<file path="src/rtl/mem_line_arbiter_if.sv">
// Bundle of the d_cache, i_cache and main-memory signals around the line arbiter.
// The slave modport is the arbiter's view. The master modport is the view of the
// surrounding environment: both caches plus the memory.
interface mem_line_arbiter_if #(
  parameter int WORD_SIZE = 16
);
  localparam int LINE = 4 * WORD_SIZE;

  logic            d_read;
  logic            d_write;
  logic [15:0]     d_addr;
  logic [LINE-1:0] d_wdata;
  logic [LINE-1:0] d_rdata;
  logic            d_ready;

  logic            i_read;
  logic [15:0]     i_addr;
  logic [LINE-1:0] i_rdata;
  logic            i_ready;

  logic            mem_read;
  logic            mem_write;
  logic [15:0]     mem_addr;
  logic [LINE-1:0] mem_wdata;
  logic [LINE-1:0] mem_rdata;

  modport master (
    output d_read, d_write, d_addr, d_wdata,
    input  d_rdata, d_ready,
    output i_read, i_addr,
    input  i_rdata, i_ready,
    input  mem_read, mem_write, mem_addr, mem_wdata,
    output mem_rdata
  );

  modport slave (
    input  d_read, d_write, d_addr, d_wdata,
    output d_rdata, d_ready,
    input  i_read, i_addr,
    output i_rdata, i_ready,
    output mem_read, mem_write, mem_addr, mem_wdata,
    input  mem_rdata
  );
endinterface

</file>
<file path="src/rtl/mem_line_arbiter.sv">
// Round-robin arbiter between d_cache and i_cache for whole-line transfers on a
// single-ported, fixed-latency main memory.
// A transfer runs in three phases:
//  - IDLE samples the requests and latches the winner.
//  - XFER holds the memory strobes for LATENCY cycles.
//  - DONE pulses the winner's ready for one cycle.
module mem_line_arbiter #(
  parameter int WORD_SIZE = 16,
  parameter int LATENCY   = 4
) (
  input  logic          clk,
  input  logic          reset,
  mem_line_arbiter_if.slave bus
);
  localparam int LINE = 4 * WORD_SIZE;
  // Counter must reach LATENCY without wrapping; never narrower than 3 bits.
  localparam int CW = ($clog2(LATENCY + 1) < 3) ? 3 : $clog2(LATENCY + 1);

  typedef enum logic [1:0] {
    IDLE = 2'd0,
    XFER = 2'd1,
    DONE = 2'd2
  } state_t;

  state_t          state_reg;
  state_t          state_next;
  logic [CW-1:0]   cnt_reg;
  logic            last_d_reg;   // 1: D had the last grant, 0: I had it
  logic            gnt_d_reg;    // port owning the current transfer
  logic            op_write_reg;
  logic [15:0]     addr_reg;
  logic [LINE-1:0] wdata_reg;

  logic [WORD_SIZE-1:0] d_word_reg [4];
  logic [WORD_SIZE-1:0] i_word_reg [4];
  logic [LINE-1:0]      d_line;
  logic [LINE-1:0]      i_line;

  logic d_pend;
  logic i_pend;
  logic any_pend;
  logic pick_d;
  logic last_cycle;
  logic capture_d;
  logic capture_i;

  // Word address bits [1:0] select a word inside the line and play no part here.
  logic unused_addr_bits;
  assign unused_addr_bits = ^{bus.d_addr[1:0], bus.i_addr[1:0]};

  // Request decode and the round-robin choice. A simultaneous read and write
  // from D counts as a write.
  always_comb begin
    d_pend     = bus.d_read | bus.d_write;
    i_pend     = bus.i_read;
    any_pend   = d_pend | i_pend;
    pick_d     = d_pend & (~i_pend | ~last_d_reg);
    last_cycle = (state_reg == XFER) && (cnt_reg == CW'(LATENCY));
    capture_d  = last_cycle & ~op_write_reg & gnt_d_reg;
    capture_i  = last_cycle & ~op_write_reg & ~gnt_d_reg;
  end

  // State register. A reset aborts any transfer in flight at that edge.
  always_ff @(posedge clk) begin
    if (reset) state_reg <= IDLE;
    else       state_reg <= state_next;
  end

  // Next-state logic.
  always_comb begin
    state_next = state_reg;
    case (state_reg)
      IDLE:    if (any_pend) state_next = XFER;
      XFER:    if (cnt_reg == CW'(LATENCY)) state_next = DONE;
      DONE:    state_next = IDLE;
      default: state_next = IDLE;
    endcase
  end

  // Latch the winning request and count the strobe cycles.
  // Requester inputs are ignored until the next IDLE.
  always_ff @(posedge clk) begin
    if (reset) begin
      cnt_reg      <= '0;
      last_d_reg   <= 1'b0;
      gnt_d_reg    <= 1'b0;
      op_write_reg <= 1'b0;
      addr_reg     <= '0;
      wdata_reg    <= '0;
    end else begin
      case (state_reg)
        IDLE: begin
          if (any_pend) begin
            gnt_d_reg    <= pick_d;
            last_d_reg   <= pick_d;
            op_write_reg <= pick_d & bus.d_write;
            addr_reg     <= pick_d ? {bus.d_addr[15:2], 2'b00} : {bus.i_addr[15:2], 2'b00};
            wdata_reg    <= pick_d ? bus.d_wdata : '0;
            cnt_reg      <= CW'(1);
          end
        end
        XFER: begin
          if (cnt_reg == CW'(LATENCY)) cnt_reg <= '0;
          else                         cnt_reg <= cnt_reg + CW'(1);
        end
        default: cnt_reg <= '0;
      endcase
    end
  end

  // Per-word fill registers. Word 0 sits in the top slice of the line.
  for (genvar gi = 0; gi < 4; gi++) begin : g_word
    // Capture this word of the memory line into the granted port on the last strobe cycle of a read.
    always_ff @(posedge clk) begin
      if (reset) begin
        d_word_reg[gi] <= '0;
        i_word_reg[gi] <= '0;
      end else begin
        if (capture_d) d_word_reg[gi] <= bus.mem_rdata[LINE-1-gi*WORD_SIZE -: WORD_SIZE];
        if (capture_i) i_word_reg[gi] <= bus.mem_rdata[LINE-1-gi*WORD_SIZE -: WORD_SIZE];
      end
    end
    assign d_line[LINE-1-gi*WORD_SIZE -: WORD_SIZE] = d_word_reg[gi];
    assign i_line[LINE-1-gi*WORD_SIZE -: WORD_SIZE] = i_word_reg[gi];
  end

  // Outputs. Strobes are driven only in XFER and ready only in DONE.
  // Address and write data come straight from the latched copy.
  always_comb begin
    bus.mem_read  = (state_reg == XFER) & ~op_write_reg;
    bus.mem_write = (state_reg == XFER) & op_write_reg;
    bus.mem_addr  = addr_reg;
    bus.mem_wdata = wdata_reg;
    bus.d_ready   = (state_reg == DONE) & gnt_d_reg;
    bus.i_ready   = (state_reg == DONE) & ~gnt_d_reg;
    bus.d_rdata   = d_line;
    bus.i_rdata   = i_line;
  end
endmodule

</file>
<file path="src/flat_wrapper.sv">
// flat-port wrapper written by rule: the top's interface ports become plain ports
module mem_line_arbiter_flat 
#(
  parameter int WORD_SIZE = 16,
  parameter int LATENCY   = 4
)
  (clk, reset, bus_d_read, bus_d_write, bus_d_addr, bus_d_wdata, bus_d_rdata, bus_d_ready, bus_i_read, bus_i_addr, bus_i_rdata, bus_i_ready, bus_mem_read, bus_mem_write, bus_mem_addr, bus_mem_wdata, bus_mem_rdata);
  mem_line_arbiter_if #(.WORD_SIZE(WORD_SIZE)) bus_i ();
  input  logic clk;
  input  logic reset;
  input wire logic [$bits(bus_i.d_read)-1:0] bus_d_read;
  input wire logic [$bits(bus_i.d_write)-1:0] bus_d_write;
  input wire logic [$bits(bus_i.d_addr)-1:0] bus_d_addr;
  input wire logic [$bits(bus_i.d_wdata)-1:0] bus_d_wdata;
  output wire logic [$bits(bus_i.d_rdata)-1:0] bus_d_rdata;
  output wire logic [$bits(bus_i.d_ready)-1:0] bus_d_ready;
  input wire logic [$bits(bus_i.i_read)-1:0] bus_i_read;
  input wire logic [$bits(bus_i.i_addr)-1:0] bus_i_addr;
  output wire logic [$bits(bus_i.i_rdata)-1:0] bus_i_rdata;
  output wire logic [$bits(bus_i.i_ready)-1:0] bus_i_ready;
  output wire logic [$bits(bus_i.mem_read)-1:0] bus_mem_read;
  output wire logic [$bits(bus_i.mem_write)-1:0] bus_mem_write;
  output wire logic [$bits(bus_i.mem_addr)-1:0] bus_mem_addr;
  output wire logic [$bits(bus_i.mem_wdata)-1:0] bus_mem_wdata;
  input wire logic [$bits(bus_i.mem_rdata)-1:0] bus_mem_rdata;
  assign bus_i.d_read = bus_d_read;
  assign bus_i.d_write = bus_d_write;
  assign bus_i.d_addr = bus_d_addr;
  assign bus_i.d_wdata = bus_d_wdata;
  assign bus_d_rdata = bus_i.d_rdata;
  assign bus_d_ready = bus_i.d_ready;
  assign bus_i.i_read = bus_i_read;
  assign bus_i.i_addr = bus_i_addr;
  assign bus_i_rdata = bus_i.i_rdata;
  assign bus_i_ready = bus_i.i_ready;
  assign bus_mem_read = bus_i.mem_read;
  assign bus_mem_write = bus_i.mem_write;
  assign bus_mem_addr = bus_i.mem_addr;
  assign bus_mem_wdata = bus_i.mem_wdata;
  assign bus_i.mem_rdata = bus_mem_rdata;
  mem_line_arbiter #(.WORD_SIZE(WORD_SIZE), .LATENCY(LATENCY)) u_core (.clk(clk), .reset(reset), .bus(bus_i));
endmodule
</file>
<file path="config.mk">
export PLATFORM = sky130hd
export DESIGN_NAME = mem_line_arbiter_flat
export DESIGN_NICKNAME = d
export VERILOG_FILES = /design/src/rtl/mem_line_arbiter_if.sv /design/src/rtl/mem_line_arbiter.sv /design/src/flat_wrapper.sv
export SDC_FILE = /design/constraint.sdc
export NUM_CORES = 1
export LEC_CHECK = 0
export ABC_CLOCK_PERIOD_IN_PS = 3300
export BUFFER_PORTS_ARGS = -buffer_cell sky130_fd_sc_hd__buf_2
export CORE_AREA = 2 2 148 150
export DETAILED_ROUTE_END_ITERATION = 7
export DIE_AREA = 0 0 150 152
export GPL_ROUTABILITY_DRIVEN = 0
export PLACE_DENSITY_LB_ADDON = 0.25
export REMOVE_ABC_BUFFERS = 1
export SYNTH_ARGS = -nofsm -noshare
export SYNTH_HDL_FRONTEND = slang
export SYNTH_SLANG_ARGS = --single-unit
</file>
<file path="constraint.sdc">
create_clock -name clk -period 3.3 [get_ports clk]
set_clock_uncertainty 0.05 [all_clocks]
set_input_delay 0.495 -clock clk [delete_from_list [all_inputs] [get_ports clk]]
set_output_delay 0.495 -clock clk [all_outputs]
set_load 0.02 [all_outputs]
</file>
**Yosys cells after proc, flatten, opt, wreduce, memory -nomap -nowiden**

Memory sizes are Yosys's and may differ from the RTL's.
Cells that the tools add are included.

- Bits in registers: 87
- RAM bits: 128
- Input bits: 165
- Output and inout bits: 212
- Word-level logic and storage cells: 65
- Memories: 2

Memory list:

| name | words | width | rd ports | clocked after memory_dff | write ports | RTL line | source |
|---|---|---|---|---|---|---|---|
| u_core.d_word_reg | 4 | 16 | 4 | 0 | 4 | mem_line_arbiter.sv:34 | `logic [WORD_SIZE-1:0] d_word_reg [4];` |
| u_core.i_word_reg | 4 | 16 | 4 | 0 | 4 | mem_line_arbiter.sv:35 | `logic [WORD_SIZE-1:0] i_word_reg [4];` |

- Add/sub/neg operators: 1
- Equal/unequal tests: 5
- Multiplexer cells: 24
- Bitwise gates (word level): 23
- Reductions and logical operators: 4

Operators by type and width:

| kind | count |
|---|---|
| 16-bit 2-to-1 mux | 9 |
| 64-bit 2-to-1 mux | 1 |
| 1-bit OR | 11 |
| 1-bit AND | 9 |
| 1-bit 2-to-1 mux | 8 |
| 3-bit 2-to-1 mux | 2 |
| 3-bit one-hot mux with 2 select lines | 1 |
| 2-bit 2-to-1 mux | 2 |
| 2-bit by 1-bit != test with 1-bit output (second input constant) | 2 |
| 2-bit one-hot mux with 2 select lines | 1 |
| 2-bit AND reduction | 2 |
| 3-bit by 1-bit adder with 3-bit output (second input constant) | 1 |
| 3-bit == test (second input constant) | 1 |
| 1-bit NOT | 3 |
| 2-bit by 1-bit == test with 1-bit output (second input constant) | 1 |
| 2-bit == test (second input constant) | 1 |
| 2-bit zero test | 1 |
| 1-bit logical AND | 1 |

**Logic depth before layout (Yosys ltp)**

Gate-level depths: netlist of run 1.

- Word-level depth: 8
- Mapped depth: 7
- Depth with buffers taken out: 5

**Worst setup path before layout of run 1**

Ideal clock, no wire load.

- Path type: input to register
- Start: in reset
- End: mem u_core.d_word_reg[0][0] (enable)
- Library setup time: 432 ps
- Data arrival time: 2652 ps
- Data required time: 2818 ps
- Path slack: 166 ps
- Stages on the path: 4
- Path buffers: 3
- Cells stage by stage: buf_2 buf_2 clkbuf_1 nand2b_1

RTL lines:

| element | RTL line | source |
|---|---|---|
| start, declared | flat_wrapper.sv:10 | `input logic reset;` |
| end, declared | mem_line_arbiter.sv:34 |  |

**Worst setup path in the final report of run 1**

- Start: reg u_core.state_reg[0]
- End: out bus_mem_write

- Cells in the longest elaborated chain, start to end: 2

Ends and longest elaborated chain:

| element | RTL line | source |
|---|---|---|
| start, declared | mem_line_arbiter.sv:25 | `state_t state_reg;` |
| start signal, assigned | mem_line_arbiter.sv:66 | `else state_reg <= state_next;` |
| 2-bit by 1-bit == test with 1-bit output | mem_line_arbiter.sv:131 | `bus.mem_write = (state_reg == XFER) & op_write_reg;` |
| 1-bit AND | mem_line_arbiter.sv:131 |  |
| end, declared | flat_wrapper.sv:22 | `output wire logic [$bits(bus_i.mem_write)-1:0] bus_mem_write;` |

No other way between the ends.

==> impl_results.md, run 1 <==
- Status: complete, no violations
- Routed WL: 23140 um
- Share of synthesized registers carrying an async set or reset: 0%
- Yosys warns: 0
- Leak: 4.788 nW
- Worst endpoint required time: 2750 ps
- Hold crit path type: input port to register
- CTS tree: done
- Final period utilization: 67.82%
- Yosys reg bits: 213
- GRT Total Usage: 19.59%
- Placed insts: 1358
- Post_cts resized: 0
- Worst Setup SP: u_core.state_reg[0]
- CP Launch Type: register
- Die Y: 152 um
- # hold bufs at CTS: 0
- Area grow syn2layout: 33.81%
- Min Tclk post-route: 2238 ps
- Via count: 6958
- Synth unique cells: 31
- Power, Total: 0.006244 W
- RSZ-0062 raised after global routing: false
- Synth top cells by count: nor2_1 (133), edfxtp_1 (128), dfxtp_1 (85)
- Gate count of the mapped netlist: 763
- Layout cell share with drive strength beyond 1: 37.89%
- Final setup vio count: 0
- Post-layout util: 51.86%
- Finished layout cell area: 11070 um2
- Pwr dens: 564.0 nW/um2
- Ant diodes: 0
- Placed cell area: 10350 um2
- Initial antenna violation count: 0
- Critical path arrival: 1690 ps
- Peak supply drop: 0.3301 mV
- Max-cap viol count: 0
- Synth top area share: 46.45%
- HP Start: bus_d_wdata[49]
- Worst-Skew Late Latency: 500 ps
- Synth Area in Simple Gates: 17.63%
- Clock transition at the registers of the reported paths: 60 ps
- Root Driver: clkbuf_16
- Number of synthesized flops with an enable pin: 128
- Syn Area/Cell: 10.84 um2
- Final #Nets: 1270
- Critical-path maximum fanout: 8
- Die Wd: 150 um
- DR WL/cell: 16.54 um
- DRC: 0
- Number of global-route vias before repair: 6836
- Seq/Total Area, Yosys: 67.02%
- XOR/XNOR Fraction of Synth Area: 0%
- Max incr delay on CP: 490 ps
- Top cells by area, synth: edfxtp_1 (46%), dfxtp_1 (21%), nor2_1 (6.0%), nand2b_1 (5.1%), a21oi_1 (5.0%)
- Largest net degree at the start of global routing: 122
- Clk sink count: 213
- CP Cell Sequence: nor2b_1 > and2_1 > buf_2
- First-pass GRT wire length: 36150 um
- Initial DRT Pass Iterations: 5
- Num ports: 377
- Peak Freq: 446.8 MHz
- Post-Syn Area: 8274 um2
- Cts bufs inserted: 23
- Slew @ Worst Pin: 1103 ps
- Post-route ant nets: 0
- H-tree depth: 1
- Critical path type: register to primary output
- Largest family of logic cells by synthesized area: simple AND/OR/NAND/NOR gates
- Most common cell in the netlist: nor2_1
- Die ar.: 22800 um2
- CP Capture Type: primary output
- Global route overflow: 0
- Top_reg_cell synth: edfxtp_1
- Port Buf Inserts: 370
- Initial Util: 38.75%
- Drt via density: 4.974
- R2r startpoint: u_core.cnt_reg[0]
- Rows: 54
- Compound-gate portion of the synthesized area: 11.13%
- Share of synthesized area spent on multiplexers: 0%
- Area leader, netlist: edfxtp_1
- Non-filler instance count after layout: 1399
- Worst slew margin: 26.43%
- Slowest-stage cell, CP: dfxtp_1
- Clk buf depth: 3
- Final HPWL from detailed placement: 14860 um
- Adder-cell area share of the yosys netlist: 0.3024%
- Core Area: 21350 um2
- Post-CTS Setup Inserts: 0
- WHS: 192.4 ps
- Final Max Slew Viols: 0
- 1st-iter DRT viols: 386
- Fin. Hold Viols: 0
-- worst max-delay path, delay by kind of cell (launching register included) --
kind	cells	cell delay, ps
AND/OR/NAND/NOR	2	550
flip-flops	1	490
buffers and inverters	1	160
-- power by group --
part           switching [W]  internal (W)
combinational       0.000510      0.000275
clock                0.00100       0.00146
sequential         0.0000550       0.00295
-- area by class of cell --
class                      instances  area, um2
clock inverter                     2      10.01
tap                              280      350.3
timing repair buffer             382       2007
multi-input combinational        481       2441
clock buffer                      39      710.7
fill                            2009      10280
inverter                           2      7.507
sequential                       213       5545
-- worst paths after layout --
check | endpoint | slack [ps] | cells past startpoint
worst max-delay path | bus_mem_write | 1060 | 3
worst min-delay path | u_core.bus.mem_wdata[49] | 190 | 3
worst max register to register | u_core.d_word_reg[0][20] | 1140 | 6
worst min register to register | u_core.bus.mem_wdata[38] | 420 | 2
-- cells by family after synthesis --
logic type	after synthesis
compound gates	168
fa+ha+maj	2
buf+inv	70
flops	213
other cells	1
simple gates	309
-- per-layer routing --
metal	up-vias	share of wire [%]	routed length (um)	GRT usage [%]
met4	0	2.6	611	6.110
met1	3241	40	9238	24.55
li1	3344	-	-	-
met3	45	9.8	2279	5.345
met5	-	0	0	0
met2	328	48	11010	32.85
-- through the flow --
stage / TNS [ps] / setup slack, ps
after detailed placement: 0 / 1094
after floorplan: -154920 / -1128
final: 0 / 1062
after global placement: 0 / 1116
after global routing: 0 / 943.6
after CTS: 0 / 1030
-- placed cells by master, fill, tap and decap left out, drive strengths merged, types with 31 or more instances in the layout --
| master | instances |
|---|---|
| clkbuf | 39 |
| a21oi | 82 |
| nor2 | 133 |
| buf | 382 |
| nand2b | 67 |
| dfxtp | 85 |
| nand2 | 31 |
| edfxtp | 128 |
| o21ai | 66 |
| nand3 | 67 |
Power figures use the tool's default switching activity.
==> run 2, diff against run 1 <==
Settings changed: ABC_CLOCK_PERIOD_IN_PS 3300 to 2300.
Clock period 3.3 ns to 2.3 ns, I/O delays scaled along.
==> impl_results.md, run 2 (synthesis gave the netlist of run 1 again) <==
- Pwr dens: 787.9 nW/um2 (was 564.0 nW/um2)
- Core Area: 21350 um2 (unchanged)
- Slew @ Worst Pin: 1054 ps (was 1103 ps)
- Worst slew margin: 29.72% (was 26.43%)
- Critical path arrival: 1690 ps (about the same)
- Leak: 4.806 nW (was 4.788 nW)
- Final HPWL from detailed placement: 15200 um (was 14860 um)
- Status: complete, no violations (unchanged)
- Clock transition at the registers of the reported paths: 60 ps (about the same)
- Critical path type: register to primary output (unchanged)
- Most frequent cells in the layout: buf_2 (369), nor2_1 (132), edfxtp_1 (128), dfxtp_1 (85), a21oi_1 (82) (unchanged)
- Cts bufs inserted: 23 (unchanged)
- Placed insts: 1363 (was 1358)
- Rows: 54 (unchanged)
- Num ports: 377 (unchanged)
- Final Max Slew Viols: 0 (unchanged)
- First-pass GRT wire length: 35620 um (was 36150 um)
- Worst-Skew Late Latency: 490 ps (was 500 ps)
- Largest net degree at the start of global routing: 73 (was 122)
- Via count: 6946 (was 6958)
- DRC: 0 (unchanged)
- CP Launch Type: register (unchanged)
- Clk buf depth: 3 (unchanged)
- Global route overflow: 0 (unchanged)
- Min Tclk post-route: 2080 ps
- Routed WL: 22930 um (was 23140 um)
- RSZ-0062 raised after global routing: false (unchanged)
- Area grow syn2layout: 34.42% (was 33.81%)
- TNS Setup: 0 ps (unchanged)
- Worst endpoint required time: 1900 ps (was 2750 ps)
- Fin. Hold Viols: 0 (unchanged)
- Max-cap viol count: 0 (unchanged)
- Number of global-route vias before repair: 6838 (was 6836)
- Most common cell after layout, fill and taps aside: buf_2 (unchanged)
- Final setup vio count: 0 (unchanged)
- Drt via density: 4.944 (was 4.974)
- Non-filler instance count after layout: 1405 (was 1399)
- GRT Total Usage: 19.34% (was 19.59%)
- Final #Nets: 1275 (was 1270)
- Critical-path maximum fanout: 8 (unchanged)
- Initial Util: 38.75% (unchanged)
- # hold bufs at CTS: 0 (unchanged)
- Layout fillers: 1962 (was 2009)
- Final period utilization: 90.45%
- Die Wd: 150 um (unchanged)
- Die Y: 152 um (unchanged)
- Post-route ant nets: 0 (unchanged)
- Clk sink count: 213 (unchanged)
- DR WL/cell: 16.32 um (was 16.54 um)
- Peak Freq: 480.7 MHz
- Post_cts resized: 0 (unchanged)
- Peak supply drop: 0.4887 mV (was 0.3301 mV)
- Initial antenna violation count: 1 (was 0)
- Post-CTS Setup Inserts: 0 (unchanged)
- H-tree depth: 1 (unchanged)
- Layout cell share with drive strength beyond 1: 37.72% (was 37.89%)
- CP Capture Type: primary output (unchanged)
- Port Buf Inserts: 370 (unchanged)
- Hold crit path type: input port to register (unchanged)
- 1st-iter DRT viols: 323 (was 386)
- Die ar.: 22800 um2 (unchanged)
- Root Driver: clkbuf_16 (unchanged)
- Initial DRT Pass Iterations: 4 (was 5)
- CTS tree: done (unchanged)
## run 2: cell types whose count changed in the layout (fill, tap and decap cells not counted), sizes merged
cell and delta:
buf +5, diode +1
## run 2: per-layer routing
| metal | GRT usage, % | wire length [um] | share of wire, % | vias up |
|---|---|---|---|---|
| li1 | - | - | - | 3354 |
| met1 | 23.68 | 8918 | 39 | 3217 |
| met2 | 32.33 | 10950 | 48 | 328 |
| met3 | 5.616 | 2375 | 10 | 47 |
| met4 | 7.098 | 686 | 3.0 | 0 |
| met5 | 0 | 0 | 0 | - |
## run 2: final timing paths
check | from | end | slack [ps] | depth (start not counted)
worst max register to register | u_core.cnt_reg[0] | u_core.i_word_reg[1][11] | 290 | 6
worst max-delay path | u_core.state_reg[0] | bus_mem_write | 220 | 3
worst min register to register | u_core.bus.mem_wdata[53] | u_core.bus.mem_wdata[53] | 420 | 2
worst min-delay path | bus_d_wdata[18] | u_core.bus.mem_wdata[18] | 50 | 3
## run 2: where the power goes
group / internal, W / total [W] / switching, W
sequential: 0.00423 / 0.00431 / 0.0000824
combinational: 0.000409 / 0.00113 / 0.000726
clock: 0.00193 / 0.00332 / 0.00138
## run 2: area by class of cell
type | count | area (um2) | area share, %
multi-input combinational | 481 | 2441 | 21.95
timing repair buffer | 387 | 2107 | 18.94
tap | 280 | 350.3 | 3.150
inverter | 2 | 7.507 | 0.06750
clock inverter | 2 | 10.01 | 0.09000
antenna | 1 | 2.502 | 0.02250
sequential | 213 | 5545 | 49.86
clock buffer | 39 | 658.1 | 5.917
## run 2: through the flow
step	total power [W]	hold slack, ps	area (um2)	setup WS [ps]	util (%)
floorplan	0.004994	364.1	7965	-2128	-
global placement	0.005528	407.4	10450	368.7	48.95
detailed placement	0.005538	414.3	10450	317.5	48.95
CTS	0.008866	27.22	11120	176.4	52.08
global route	0.009121	32.75	11120	112.2	52.09
finish	0.008763	46.72	11120	219.7	52.09
## run 2: worst max-delay path, cell delays in order (launching register included)
cell     delay (ps)
dfxtp_1         490
nor2b_1         370
and2_1          180
buf_2           160
